**src/rtl/control_sequencer.sv**
```systemverilog
// control_sequencer: Moore control FSM sequencing fetch (T0-T2) and ALU execute (T3-T5) steps for a simple datapath.
module control_sequencer (
    input  logic        clock,
    input  logic        clr,
    input  logic        run,
    input  logic [31:0] ir,
    output logic [31:0] enc_input,
    output logic [31:0] reg_enable,
    output logic [5:0]  ALU_Sel,
    output logic        read,
    output logic        write,
    output logic        incPC,
    output logic [3:0]  Gra,
    output logic [3:0]  Grb,
    output logic [3:0]  Grc,
    output logic        Rin,
    output logic        Rout,
    output logic        BAout,
    output logic [3:0]  state,
    output logic        halted
);
    typedef enum logic [3:0] {
        IDLE = 4'b1111,
        T0   = 4'b0000,
        T1   = 4'b0001,
        T2   = 4'b0010,
        T3   = 4'b0011,
        T4   = 4'b0100,
        T5   = 4'b0101,
        HALT = 4'b1000
    } state_t;

    state_t     st, nst;
    logic [4:0] op;
    logic       is_r, is_i;
    logic [5:0] sel;
    logic       unused_ir;

    assign op        = ir[31:27];
    assign is_r      = op inside {5'b00011, 5'b00100, 5'b00101, 5'b00110};
    assign is_i      = op inside {5'b01100, 5'b01101, 5'b01110};
    assign unused_ir = ^ir[14:0];

    always_comb begin
        sel = (op == 5'b00011 || op == 5'b01100) ? 6'd3 :
              (op == 5'b00100)                   ? 6'd4 :
              (op == 5'b00101 || op == 5'b01101) ? 6'd5 :
              (op == 5'b00110 || op == 5'b01110) ? 6'd6 : 6'd0;
    end

    always_ff @(posedge clock or posedge clr) begin
        if (clr)
            st <= IDLE;
        else
            st <= nst;
    end

    always_comb begin
        nst = IDLE;
        case (st)
            IDLE: nst = run ? T0 : IDLE;
            T0:   nst = T1;
            T1:   nst = T2;
            T2:   nst = (is_r || is_i) ? T3 : (op == 5'b11011) ? HALT : run ? T0 : IDLE;
            T3:   nst = T4;
            T4:   nst = T5;
            T5:   nst = run ? T0 : IDLE;
            HALT: nst = HALT;
            default: nst = IDLE;
        endcase
    end

    // Every output is a decode of st and ir only; run never reaches here.
    always_comb begin
        enc_input  = '0;
        reg_enable = '0;
        ALU_Sel    = '0;
        read       = 1'b0;
        incPC      = 1'b0;
        Gra        = '0;
        Grb        = '0;
        Grc        = '0;
        Rin        = 1'b0;
        Rout       = 1'b0;
        case (st)
            T0: begin
                enc_input[20]  = 1'b1;
                reg_enable[23] = 1'b1;
                incPC          = 1'b1;
            end
            T1: begin
                read           = 1'b1;
                reg_enable[22] = 1'b1;
            end
            T2: begin
                enc_input[22]  = 1'b1;
                reg_enable[21] = 1'b1;
            end
            T3: begin
                Grb            = ir[22:19];
                Rout           = 1'b1;
                reg_enable[24] = 1'b1;
            end
            T4: begin
                Grc            = is_r ? ir[18:15] : 4'd0;
                Rout           = is_r;
                enc_input[25]  = is_i;
                ALU_Sel        = sel;
                reg_enable[19] = 1'b1;
            end
            T5: begin
                enc_input[19]  = 1'b1;
                Gra            = ir[26:23];
                Rin            = 1'b1;
            end
            default: ;
        endcase
    end

    assign write  = 1'b0;
    assign BAout  = 1'b0;
    assign state  = st;
    assign halted = (st == HALT);
endmodule

```
**config.mk**
```make
export PLATFORM = sky130hd
export DESIGN_NAME = control_sequencer
export DESIGN_NICKNAME = d
export VERILOG_FILES = /design/src/rtl/control_sequencer.sv
export SDC_FILE = /design/constraint.sdc
export NUM_CORES = 1
export LEC_CHECK = 0
export ABC_CLOCK_PERIOD_IN_PS = 1400
export BUFFER_PORTS_ARGS = -buffer_cell sky130_fd_sc_hd__buf_2
export CORE_ASPECT_RATIO = 0.5
export CORE_MARGIN = 8
export CORE_UTILIZATION = 30
export DETAILED_ROUTE_END_ITERATION = 10
export PLACE_DENSITY_LB_ADDON = 0.25
export RECOVER_POWER = 100
export SETUP_SLACK_MARGIN = 0.02
export SYNTH_ARGS = -nofsm -noshare
export SYNTH_HDL_FRONTEND = slang
export SYNTH_SLANG_ARGS = --single-unit
```
**constraint.sdc**
```tcl
create_clock -name clock -period 1.4 [get_ports clock]
set_input_delay 0.07 -clock clock [delete_from_list [all_inputs] [get_ports clock]]
set_output_delay 0.07 -clock clock [all_outputs]
set_load 0.02 [all_outputs]
```
# Word level (Yosys, flattened, before mapping)
# Cells that the tools add are included.
[word_totals]
ff_bits = 4
inputBits = 35
output_inout_bits = 93
elab_cells = 45
[classes]
eq_ne = 15
mux = 21
reduce_logical = 8
[ops]
columns = ["op", "count"]
rows = [
  ["4-bit 2-to-1 mux", 7],
  ["4-bit case mux with 7 select lines", 1],
  ["5-bit by 3-bit == test with 1-bit output (second input constant)", 3],
  ["5-bit by 4-bit == test with 1-bit output (second input constant)", 3],
  ["3-bit 2-to-1 mux", 5],
  ["4-bit by 2-bit == test with 1-bit output (second input constant)", 2],
  ["4-bit by 3-bit == test with 1-bit output (second input constant)", 2],
  ["4-bit == test (second input constant)", 2],
  ["1-bit 2-to-1 mux", 7],
  ["5-bit by 2-bit == test with 1-bit output (second input constant)", 1],
  ["5-bit == test (second input constant)", 1],
  ["4-bit by 1-bit == test with 1-bit output (second input constant)", 1],
  ["4-bit zero test", 1],
  ["1-bit logical OR", 4],
  ["4-bit nonzero test", 1],
  ["3-bit nonzero test", 1],
  ["1-bit case mux with 2 select lines", 1],
  ["2-bit OR reduction", 1],
]

# Logic depth before layout (Yosys ltp)
[depth]
depth_word = 7
ltp_mapped = 5
ltp_nobuf = 4

# Worst setup path before layout
# Ideal clock, no wire load.
[synth_path]
kind = "register to output"
from = "register st[2], in the netlist state[2]"
to = "output port ALU_Sel[2]"
arrival_ns = 1.935
t_required_ns = 1.330
setup_slack_ns = -0.605
stages_incl_launch_ff = 5
n_path_buf = 1
path_cell_list = "dfstp_2 buf_2 nor4b_4 nand2b_2 a311oi_1"
[synth_between]
elab_chain_len = 2
[synth_lines]
columns = ["item", "line", "source"]
rows = [
  ["from (decl)", "33", "state_t st, nst;"],
  ["from (signal assigned)", "55", "st <= nst;"],
  ["4-bit by 3-bit == test with 1-bit output", "85", "case (st)"],
  ["3-bit 2-to-1 mux", "85", ""],
  ["to (decl)", "9", "output logic [5:0] ALU_Sel,"],
]
# Every way passes these cells.

# Worst setup path after layout
[layout_path]
from = "register st[2], in the netlist state[2]"
to = "output port Grc[2]"
[layout_between]
elab_chain_len = 2
[layout_lines]
columns = ["item", "line", "source"]
rows = [
  ["4-bit by 3-bit == test with 1-bit output", "85", ""],
  ["4-bit 2-to-1 mux", "85", ""],
  ["to (decl)", "15", "output logic [3:0] Grc,"],
]
# Every way passes these cells.

==> metrics.txt <==
CP Data Arrival Time=1.66 ns; per-instance average area after synthesis=7.58 um^2; drt first pass iters=4; commonest register cell after synthesis=sky130_fd_sc_hd__dfstp_2; share of synthesized flip-flops with an asynchronous set or reset=1.00; routed len/inst=~12 um; Synth Register Bits=4; clock transition time at the flip-flop clock pins of the worst setup and hold paths=roughly 0.030 ns; detailed-route wire length=~3200 um; Post-route DRC=0; maximum clock skew at final layout=between 0.003 and 0.004 ns; area of the die=a little under 6000 um^2; hold violation count in the final report=0; Setup-failing EPs final=28; Simple-Gate Fraction of Synth Area=0.258; number of antenna violations at the first check in global routing=0; number of design-rule violations left by the first detailed-router iteration=77; fin area=approximately 1500 um^2; Clk Latency, worst-skew pair=0.22 ns; Synth Area in Compound Gates=0.149; data required time of the worst path=1.33 ns; buffer levels on the longest clock path=2; antenna fix cells=0; setup repair after global routing missed its margin=true; number of levels the H-tree was split into=1; number of vias per cell after detailed routing=3.85; path type of the worst min-delay path=in -> reg; final hold slack=around 0.2 ns; proportion of synthesized area in mux cells=0; Internal=about 0.86 mW; max FFs per register=4; leakage power=approximately 0.83 nW; Initial Utilization=0.313; Mapped Area=1080 um^2; number of buffers created by CTS=3; placed cell areas=between 1000 and 1500 um^2; Num Clock Sinks=4; final worst-path cycle share=1.23; Tot GR Track Use=0.0975; worst setup slack after placement=-0.147 ns; dominant combinational cell family by area after synthesis=buffers and inverters; placeable core region=~3400 um^2; share of power burned in the clock network=0.143; Setup crit start kind=register; number of nets at the end of the flow=241; antenna viol nets, final=0; global-route wire length before repair=~4600 um; Sw Pwr=roughly 0.85 mW; commonest cells after routing, fill and taps aside=60 x sky130_fd_sc_hd__conb_1, 28 x sky130_fd_sc_hd__buf_2, 19 x sky130_fd_sc_hd__buf_4, 13 x sky130_fd_sc_hd__buf_6, 5 x sky130_fd_sc_hd__and2_4; final weighted congestion in routability-driven placement=between 0.7 and 0.8; arithmetic-cell share of the synthesized area counting full adders, half adders and majority gates=0; count of buffers inserted at the top-level ports=52; number of distinct standard cells referenced by the synthesized netlist=35; most common cell after layout, fill and taps aside=sky130_fd_sc_hd__conb_1; proportion of power drawn by combinational gates=0.698; overflow left after global routing=0; crit path kind=reg -> out; Core Rows=15; layout cell share with drive strength beyond 1=0.505; number of flops mapped to enable cells by yosys=0; setup TNS=-5.14 ns; vias=between 900 and 1000; clock period minus final worst setup slack=1.73 ns; Synth Area in XOR/XNOR=0; Layout area overhead=43.4%; number of global-route vias before repair=970; synthesized instance count=142; pwr/cell area=between 1000 and 1500 nW/um^2; violated checks=setup timing; proportion of total power due to net switching=0.497; clock tree from TritonCTS=yes; maximum fanout encountered on the critical timing path=5; peak supply drop=between 0.4 and 0.5 mV; synth warn=0; sequential share of the synthesized area=0.0977; I/O pin cnt=128; Crit. End Element=output pin; pins over their slew limit=0; result of the run=complete, but fails checks; peak clock frequency supported by timing=between 0.5 and 0.6 GHz; portion of total power attributed to sequential cells=0.158; Clock Root Buffer=sky130_fd_sc_hd__clkbuf_8; horizontal extent of the die=101 um; Detailed Place HPWL=about 2700 um; post-route core utilization=0.449; Worst Setup Slack, final=-0.326 ns; die outline height=between 50 and 60 um; largest net degree at the start of global routing=16; Maximum Capacitance Violations=0
-- repair_timing --
item	in CTS	in global routing
hold endpoints to repair	4	0
cloned	0	0
pin swaps	3	2
hold buffers	1	0
gates resized for setup	42	9
setup endpoints to repair	29	31
buffers inserted	1	0
-- through the flow --
stage	total power, mW	instances
after detailed placement	1.31	250
after CTS	1.68	255
after global placement	1.31	250
final	1.70	255
after global routing	1.81	255
after floorplan	1.17	201
-- path summary, 6_finish.rpt --
kind	cells after the start	end	startpoint	slack (ns)
setup reg to reg	4	state[2]$_DFF_PP1_	state[3]$_DFF_PP1_	0.01
max in group asynchronous	3	state[0]$_DFF_PP1_	clr	0.89
min in group asynchronous	3	state[3]$_DFF_PP1_	clr	0.49
hold / removal	3	state[3]$_DFF_PP1_	run	0.21
setup / recovery	5	Grc[2]	state[2]$_DFF_PP1_	-0.33
hold reg to reg	2	state[1]$_DFF_PP1_	state[1]$_DFF_PP1_	0.69
-- critical path, cell delays in order (launching register included) --
cell and delay, ns:
sky130_fd_sc_hd__dfstp_2 0.51, sky130_fd_sc_hd__nor4b_4 0.26, sky130_fd_sc_hd__nand2b_4 0.11, sky130_fd_sc_hd__a211oi_4 0.24, sky130_fd_sc_hd__and2_4 0.20, sky130_fd_sc_hd__buf_6 0.11
-- metal layers --
metal,global-route usage,part of all wire,wire length [um]
met1,0.109,0.39,1250
met2,0.154,0.46,1470
met3,0.0517,0.13,418
met4,0.0383,0.0098,31
met5,0,0,0
-- synthesized netlist by cell type, types with 2 or more instances --
library cell                n  area [um^2]
sky130_fd_sc_hd__buf_4     65          488
sky130_fd_sc_hd__and2_1    13         81.3
sky130_fd_sc_hd__a21oi_1    7         35.0
sky130_fd_sc_hd__dfstp_2    4          105
sky130_fd_sc_hd__inv_1      4         15.0
sky130_fd_sc_hd__nand3_1    4         20.0
sky130_fd_sc_hd__nor2_1     4         15.0
sky130_fd_sc_hd__o21ai_0    4         20.0
sky130_fd_sc_hd__and3_1     3         18.8
sky130_fd_sc_hd__buf_2      3         15.0
sky130_fd_sc_hd__o211ai_1   3         22.5
sky130_fd_sc_hd__inv_2      2         7.51
sky130_fd_sc_hd__nand2_1    2         7.51
sky130_fd_sc_hd__nor3_1     2         10.0
sky130_fd_sc_hd__or2_1      2         12.5
-- power groups by stage --
stage                     combinational (mW)  sequential, mW  clock (mW)
after floorplan                        0.826           0.343           0
after global placement                  1.05           0.261           0
after detailed placement                1.05           0.261           0
after CTS                               1.17           0.268       0.249
after global routing                    1.27           0.274       0.265
final                                   1.19           0.270       0.244
-- cell type report --
class / instances / area [um^2]
Timing Repair Buffer: 69 / 518
Clock buffer: 3 / 41.3
Inverter: 6 / 22.5
Tap cell: 51 / 63.8
Fill cell: 337 / 1890
Multi-Input combinational cell: 122 / 792
Sequential cell: 4 / 105
-- kinds of logic (layout without fill, tap and decap cells) --
| group | Yosys count | in the layout |
|---|---|---|
| compound gates | 22 | 22 |
| flops | 4 | 4 |
| buf+inv | 75 | 78 |
| simple gates | 40 | 40 |
| other cells | 1 | 60 |
Power figures use the tool's default switching activity.
